`config.mk`:
```
export PLATFORM = sky130hd
export DESIGN_NAME = line_buffer_7_feeder
export DESIGN_NICKNAME = d
export VERILOG_FILES = /design/src/rtl/line_buffer_pkg.sv /design/src/rtl/raster_pos_counter.sv /design/src/rtl/line_buffer_7_feeder.sv
export SDC_FILE = /design/constraint.sdc
export NUM_CORES = 1
export LEC_CHECK = 0
export CELL_PAD_IN_SITES_DETAIL_PLACEMENT = 1
export CELL_PAD_IN_SITES_GLOBAL_PLACEMENT = 1
export CORE_MARGIN = 5
export CORE_UTILIZATION = 37
export DETAILED_ROUTE_END_ITERATION = 12
export PLACE_DENSITY = 0.88
export SLEW_MARGIN = 20
export SYNTH_ARGS = -nofsm -noshare
export SYNTH_HDL_FRONTEND = slang
export SYNTH_SLANG_ARGS = --single-unit
```
`constraint.sdc`:
```
create_clock -name CLK_i -period 2.1 [get_ports CLK_i]
set_input_delay 0.21 -clock CLK_i [delete_from_list [all_inputs] [get_ports CLK_i]]
set_output_delay 0.21 -clock CLK_i [all_outputs]
set_load 0.005 [all_outputs]
```
`src/rtl/line_buffer_pkg.sv`:
```
// ---------------------------------------------------------------------------
// line_buffer_pkg
// Shared definitions for the 7-tap line-buffer front end (feeder now, the
// output writer later).
//   LB_TAPS      : window height/width held by the line buffer taps
//   COL_W/ROW_W  : position counter widths for the default 224x224 image
//   pos_width()  : counter width for an arbitrary image dimension
//   lb_state_e   : feeder state encoding
// ---------------------------------------------------------------------------
package line_buffer_pkg;

    localparam int LB_TAPS        = 7;
    localparam int DEF_IMG_WIDTH  = 224;
    localparam int DEF_IMG_HEIGHT = 224;

    // Width needed to count 0..n-1, never narrower than one bit.
    function automatic int pos_width(input int n);
        return (n <= 2) ? 1 : $clog2(n);
    endfunction

    localparam int COL_W = pos_width(DEF_IMG_WIDTH);
    localparam int ROW_W = pos_width(DEF_IMG_HEIGHT);

    typedef enum logic [2:0] {
        ST_IDLE   = 3'd0,
        ST_STREAM = 3'd1,
        ST_DRAIN  = 3'd2,
        ST_FLUSH  = 3'd3,
        ST_DONE   = 3'd4
    } lb_state_e;

endpackage

```
`src/rtl/raster_pos_counter.sv`:
```
// ---------------------------------------------------------------------------
// raster_pos_counter
// Column/row position counter for a raster scan of WIDTH x HEIGHT pixels.
// Ports:
//   clk_i   : clock, rising edge
//   clr_i   : synchronous clear to (0,0)
//   en_i    : advance one pixel position this cycle
//   col_o   : current column
//   row_o   : current row
//   last_o  : current position is the final pixel of the frame
// ---------------------------------------------------------------------------
module raster_pos_counter #(
    parameter int WIDTH  = 224,
    parameter int HEIGHT = 224,
    parameter int COL_W  = 8,
    parameter int ROW_W  = 8
) (
    input  logic             clk_i,
    input  logic             clr_i,
    input  logic             en_i,
    output logic [COL_W-1:0] col_o,
    output logic [ROW_W-1:0] row_o,
    output logic             last_o
);

    logic [COL_W-1:0] col_q, col_d;
    logic [ROW_W-1:0] row_q, row_d;
    logic             col_end, row_end;

    assign col_end = (col_q == COL_W'(WIDTH - 1));
    assign row_end = (row_q == ROW_W'(HEIGHT - 1));

    // Column wraps at end of line and bumps the row; the row itself wraps
    // after the last line so the counter is ready for the next frame.
    always_comb begin
        col_d = col_q;
        row_d = row_q;
        if (en_i) begin
            if (col_end) begin
                col_d = '0;
                row_d = row_end ? '0 : row_q + ROW_W'(1);
            end else begin
                col_d = col_q + COL_W'(1);
            end
        end
    end

    always_ff @(posedge clk_i) begin
        if (clr_i) begin
            col_q <= '0;
            row_q <= '0;
        end else begin
            col_q <= col_d;
            row_q <= row_d;
        end
    end

    assign col_o  = col_q;
    assign row_o  = row_q;
    assign last_o = col_end && row_end;

endmodule

```
`src/rtl/line_buffer_7_feeder.sv`:
```
// ---------------------------------------------------------------------------
// line_buffer_7_feeder
// Write-side controller for the 7-tap line buffer: accepts a raster pixel
// stream, shifts it into the buffer and flags every cycle in which the taps
// hold a complete 7x7 window lying fully inside the image.
// Ports:
//   CLK_i        : clock, rising edge
//   CLR_i        : synchronous active-high reset (shared with line buffer)
//   START_i      : one-cycle pulse, begins a frame when idle
//   S_DATA_i     : upstream pixel
//   S_VALID_i    : upstream pixel valid
//   S_READY_o    : feeder accepts a pixel
//   LB_IN_o      : line-buffer data input
//   LB_WE_o      : line-buffer shift enable
//   WIN_VALID_o  : taps hold a valid window
//   WIN_READY_i  : downstream consumes the window
//   WIN_COL_o    : column of the window's bottom-right pixel
//   WIN_ROW_o    : row of the window's bottom-right pixel
//   BUSY_o       : frame in progress
//   FRAME_DONE_o : one-cycle end-of-frame pulse
// Build option: define LB7_FLUSH_EN to zero the line buffer (IMG_Width
// shifts of 0) between the last window and FRAME_DONE.
// ---------------------------------------------------------------------------
module line_buffer_7_feeder
    import line_buffer_pkg::*;
#(
    parameter int IMG_Width  = 224,
    parameter int IMG_Height = 224,
    parameter int Datawidth  = 8
) (
    input  logic                             CLK_i,
    input  logic                             CLR_i,
    input  logic                             START_i,
    input  logic [Datawidth-1:0]             S_DATA_i,
    input  logic                             S_VALID_i,
    output logic                             S_READY_o,
    output logic [Datawidth-1:0]             LB_IN_o,
    output logic                             LB_WE_o,
    output logic                             WIN_VALID_o,
    input  logic                             WIN_READY_i,
    output logic [pos_width(IMG_Width)-1:0]  WIN_COL_o,
    output logic [pos_width(IMG_Height)-1:0] WIN_ROW_o,
    output logic                             BUSY_o,
    output logic                             FRAME_DONE_o
);

    localparam int CW = pos_width(IMG_Width);
    localparam int RW = pos_width(IMG_Height);

    lb_state_e      state_q, state_d;
    logic           win_valid_q, win_valid_d;
    logic [CW-1:0]  win_col_q, win_col_d;
    logic [RW-1:0]  win_row_q, win_row_d;

    logic [CW-1:0]  col;
    logic [RW-1:0]  row;
    logic           last_pix;
    logic           s_ready;
    logic           push;
    logic           qualify;
    logic           cnt_clr;
    logic           flush_we;
    logic           busy;
    logic           frame_done;

`ifdef LB7_FLUSH_EN
    logic [CW-1:0]  flush_cnt_q, flush_cnt_d;
`endif

    // A stalled window freezes the stream so the taps never shift under it.
    assign s_ready = (state_q == ST_STREAM) && !(win_valid_q && !WIN_READY_i);
    assign push    = S_VALID_i && s_ready;

    raster_pos_counter #(
        .WIDTH  (IMG_Width),
        .HEIGHT (IMG_Height),
        .COL_W  (CW),
        .ROW_W  (RW)
    ) u_pos (
        .clk_i  (CLK_i),
        .clr_i  (cnt_clr),
        .en_i   (push),
        .col_o  (col),
        .row_o  (row),
        .last_o (last_pix)
    );

    // The window is complete once the pixel at (>=6, >=6) enters the taps.
    assign qualify = push && (row >= RW'(LB_TAPS - 1)) && (col >= CW'(LB_TAPS - 1));

    always_comb begin
        win_valid_d = win_valid_q;
        win_col_d   = win_col_q;
        win_row_d   = win_row_q;
        if (qualify) begin
            win_valid_d = 1'b1;
            win_col_d   = col;
            win_row_d   = row;
        end else if (win_valid_q && WIN_READY_i) begin
            win_valid_d = 1'b0;
        end
    end

    // Next-state and per-state outputs.
    always_comb begin
        state_d    = state_q;
        busy       = 1'b0;
        frame_done = 1'b0;
        flush_we   = 1'b0;
        cnt_clr    = CLR_i;
`ifdef LB7_FLUSH_EN
        flush_cnt_d = flush_cnt_q;
`endif
        case (state_q)
            ST_IDLE: begin
                if (START_i) state_d = ST_STREAM;
            end
            ST_STREAM: begin
                busy = 1'b1;
                if (push && last_pix) state_d = ST_DRAIN;
            end
            ST_DRAIN: begin
                busy = 1'b1;
                if (!win_valid_q) begin
`ifdef LB7_FLUSH_EN
                    state_d     = ST_FLUSH;
                    flush_cnt_d = '0;
`else
                    state_d = ST_DONE;
`endif
                end
            end
`ifdef LB7_FLUSH_EN
            ST_FLUSH: begin
                busy     = 1'b1;
                flush_we = 1'b1;
                if (flush_cnt_q == CW'(IMG_Width - 1)) begin
                    state_d     = ST_DONE;
                    flush_cnt_d = '0;
                end else begin
                    flush_cnt_d = flush_cnt_q + CW'(1);
                end
            end
`endif
            ST_DONE: begin
                busy       = 1'b1;
                frame_done = 1'b1;
                cnt_clr    = 1'b1;
                state_d    = ST_IDLE;
            end
            default: state_d = ST_IDLE;
        endcase
    end

    always_ff @(posedge CLK_i) begin
        if (CLR_i) begin
            state_q     <= ST_IDLE;
            win_valid_q <= 1'b0;
            win_col_q   <= '0;
            win_row_q   <= '0;
`ifdef LB7_FLUSH_EN
            flush_cnt_q <= '0;
`endif
        end else begin
            state_q     <= state_d;
            win_valid_q <= win_valid_d;
            win_col_q   <= win_col_d;
            win_row_q   <= win_row_d;
`ifdef LB7_FLUSH_EN
            flush_cnt_q <= flush_cnt_d;
`endif
        end
    end

    assign S_READY_o    = s_ready;
    assign LB_WE_o      = push || flush_we;
    assign LB_IN_o      = push ? S_DATA_i : '0;
    assign WIN_VALID_o  = win_valid_q;
    assign WIN_COL_o    = win_col_q;
    assign WIN_ROW_o    = win_row_q;
    assign BUSY_o       = busy;
    assign FRAME_DONE_o = frame_done;

endmodule

```
==> impl_metrics.csv <==
group,metric,value,unit
pwr,sw_frac_of_total,22.3,%
final_layout,insertedDiodeCount,0,
final_layout,fin_area,2500,µm²
worst_setup_path,timing.critical_path.arrival,1790,ps
place,place_congestion,0.788,
logic_synthesis,ys_types,40,
logic_synthesis,synth.avg_cell_area,9.07,µm²
die,boundaryPins,42,
sta,setup_viol,0,
final_layout,syn_to_final_growth,33.7,%
logic_synthesis,netlist_instances,206,
pwr,power_density,522,nW/µm²
clock_network,cts_sinks,36,
drt,drcViolationCount,0,
global_routing,grt_max_degree,32,
place,io_buffers,41,
sta,slew_violations,0,
logic_synthesis,synth_edf_count,0,
pwr,leakagePower,0.844,nW
logic_synthesis,yosys.area.top_type_share,38.6,%
logic_synthesis,ys_top_cells_by_area,"dfxtp_1, nand2b_1, mux2i_1, o31ai_1, a21oi_1",
sta,slew-limit-headroom,65.5,%
pwr,pwr-share-seq,53.1,%
die,rows,25,
place,dp_hpwl,3630,µm
clock_network,hold_buffers,0,
global_routing,overflow,0,
final_layout,layout_common_cells,"clkdlybuf4s50_1, dfxtp_1, nand2b_1",
logic_synthesis,synth_nets,223,
clock_network,root_buffer,"clkbuf_8",
die,dieArea,6570,µm²
sta,rsz0062_at_grt,"false",
run,drv_cap,0,
place,pre_cts_ws,-12.0,ps
place,place_area,2400,µm²
clock_network,cts_inserted_buffers,5,
logic_synthesis,async_flop_share,0,%
worst_setup_path,required,1890,ps
logic_synthesis,synthFlopType,"dfxtp_1",
sta,finalCritPeriodShare,95.0,%
die,core,4820,µm²
drt,wl,4900,µm
sta,clock.fmax,501,MHz
worst_setup_path,worstPathMaxFanout,10,
outcome,outcome,"completed",
global_routing,antenna_found_initial,0,
clock_network,htree_levels,2,
drt,drt_iter0_drc,71,
sta,fin_skew,5.03,ps
sta,fin_ws,104,ps
die,initial_core_util,38.8,%
die,dieHeight,81.1,µm
die,die-width,81.1,µm
logic_synthesis,yosysWarnings,0,
clock_network,clk_transition_reported_paths,70,ps
logic_synthesis,ys_ff_latch,36,
logic_synthesis,synth_top_cell_by_area,"dfxtp_1",
global_routing,grt_util_all_layers,16.5,%
pwr,peakVddDrop,0.245,mV
worst_setup_path,path_class,"in -> out",
worst_setup_path,end_kind,"output port",
drt,ant_nets,0,
sta,finalCriticalPeriod,2000,ps
final_layout,drive_gt1_share,12.4,%
sta,hold_viol,0,
global_routing,grt_pass1_wl,8340,µm
logic_synthesis,seq_area_frac_synth,38.6,%
sta,fin_tns_setup,0,ps
pwr,switchingPower,291,µW
clock_network,clockBufferDepth,2,
final_layout,mostFrequentLayoutCell,"clkdlybuf4s50_1",
worst_setup_path,cp-start-kind,"primary input",
clock_network,cts_tree,"done",
pwr,p_int,1.01,mW
logic_synthesis,netlist_area,1870,µm²
sta,worstMarginPinSlew,516,ps
clock_network,clock_latency,290,ps
pwr,power_frac_clock,38.7,%
final_layout,nNetsFinal,274,
drt,vias_per_cell,5.16,
hold_path,hp-class,"reg -> reg",
drt,dr.pass1.iters,4,
drt,wl_per_cell,15.1,µm
global_routing,first_global_vias,1762,
drt,num_vias,1677,
pwr,pwr-share-comb,8.2,%
## path summary, 6_finish.rpt
check	slack, ps	end	cells past startpoint	startpoint
worst min-delay path	480	WIN_COL_o[7]$_SDFFE_PP0P_	2	WIN_COL_o[7]$_SDFFE_PP0P_
worst min register to register	480	WIN_COL_o[7]$_SDFFE_PP0P_	2	WIN_COL_o[7]$_SDFFE_PP0P_
worst max register to register	130	u_pos.row_o[6]$_SDFFE_PP0P_	5	u_pos.col_o[1]$_SDFFE_PP0N_
worst max-delay path	100	LB_IN_o[7]	6	WIN_READY_i
## Yosys cell counts, types with 3 or more instances
| master | instances |
|---|---|
| dfxtp_1 | 36 |
| nand2b_1 | 27 |
| mux2i_1 | 14 |
| nor2_1 | 12 |
| a21oi_1 | 11 |
| o31ai_1 | 9 |
| and2_1 | 8 |
| o21ai_0 | 8 |
| nand3_1 | 7 |
| and3_1 | 6 |
| nand4_1 | 6 |
| nor3_1 | 5 |
| or4_1 | 5 |
| clkbuf_1 | 4 |
| ha_1 | 4 |
| inv_1 | 4 |
| nand2_1 | 4 |
| or3_1 | 4 |
| xor2_1 | 4 |
| xnor2_1 | 3 |
## layout make-up
| cell class | instances | area [µm²] |
|---|---|---|
| clock buffers | 6 | 82.6 |
| repair buffers | 54 | 520 |
| flip-flops and latches | 36 | 721 |
| well taps | 67 | 83.8 |
| multi-input cells | 156 | 1060 |
| fillers | 587 | 2320 |
| inverters | 4 | 17.5 |
| clock inverters | 2 | 10.0 |
## stage by stage
| step | instances | power [mW] | hold slack, ps | util (%) |
|---|---|---|---|---|
| after global placement | 317 | 0.810 | 458 | 49.9 |
| after global routing | 325 | 1.36 | 501 | 51.8 |
| final | 325 | 1.30 | 476 | 51.8 |
| after detailed placement | 317 | 0.814 | 462 | 49.9 |
| after floorplan | 206 | 0.749 | 394 | - |
| after CTS | 325 | 1.32 | 479 | 51.8 |
## layer usage
metal / part of all wire, % / routed length, µm / vias up / global-route usage, %
li1: - / - / 826 / -
met1: 46 / 2230 / 802 / 20.4
met2: 48 / 2370 / 40 / 27.6
met3: 4.3 / 211 / 9 / 3.77
met4: 1.6 / 80 / 0 / 6.59
met5: 0 / 0 / - / 0
## cells by family after synthesis
family	Yosys count	share of synthesized area, %
mux	14	7.50
flops	36	38.6
simple gates	100	33.5
fa+ha+maj	4	2.68
buf+inv	14	4.55
compound gates	31	9.91
xor+xnor	7	3.28
## power by group through the flow
stage | sequential, mW | combinational, mW | clock, mW
final | 0.692 | 0.107 | 0.504
after global routing | 0.692 | 0.118 | 0.546
after CTS | 0.692 | 0.109 | 0.518
after detailed placement | 0.707 | 0.107 | 0
after global placement | 0.707 | 0.104 | 0
after floorplan | 0.705 | 0.0437 | 0
## timing repair
item,4_1_cts,5_1_grt
resized for setup,1,1
setup buffers,0,0
hold endpoints to repair,0,0
endpoints found under the setup margin,8,7
gates cloned,0,0
## worst max-delay path: stages
cell	delay [ps]
clkdlybuf4s50_1	470
nand2b_1	160
nand4_2	170
inv_4	140
and2_1	130
clkdlybuf4s50_1	500
## state kept, by name (all words and copies together), names as in the netlist
signal	cells
WIN_COL_o	8
WIN_ROW_o	8
WIN_VALID_o	1
state_q	3
u_pos.col_o	8
u_pos.row_o	8
(Power assumes the default switching activity.)
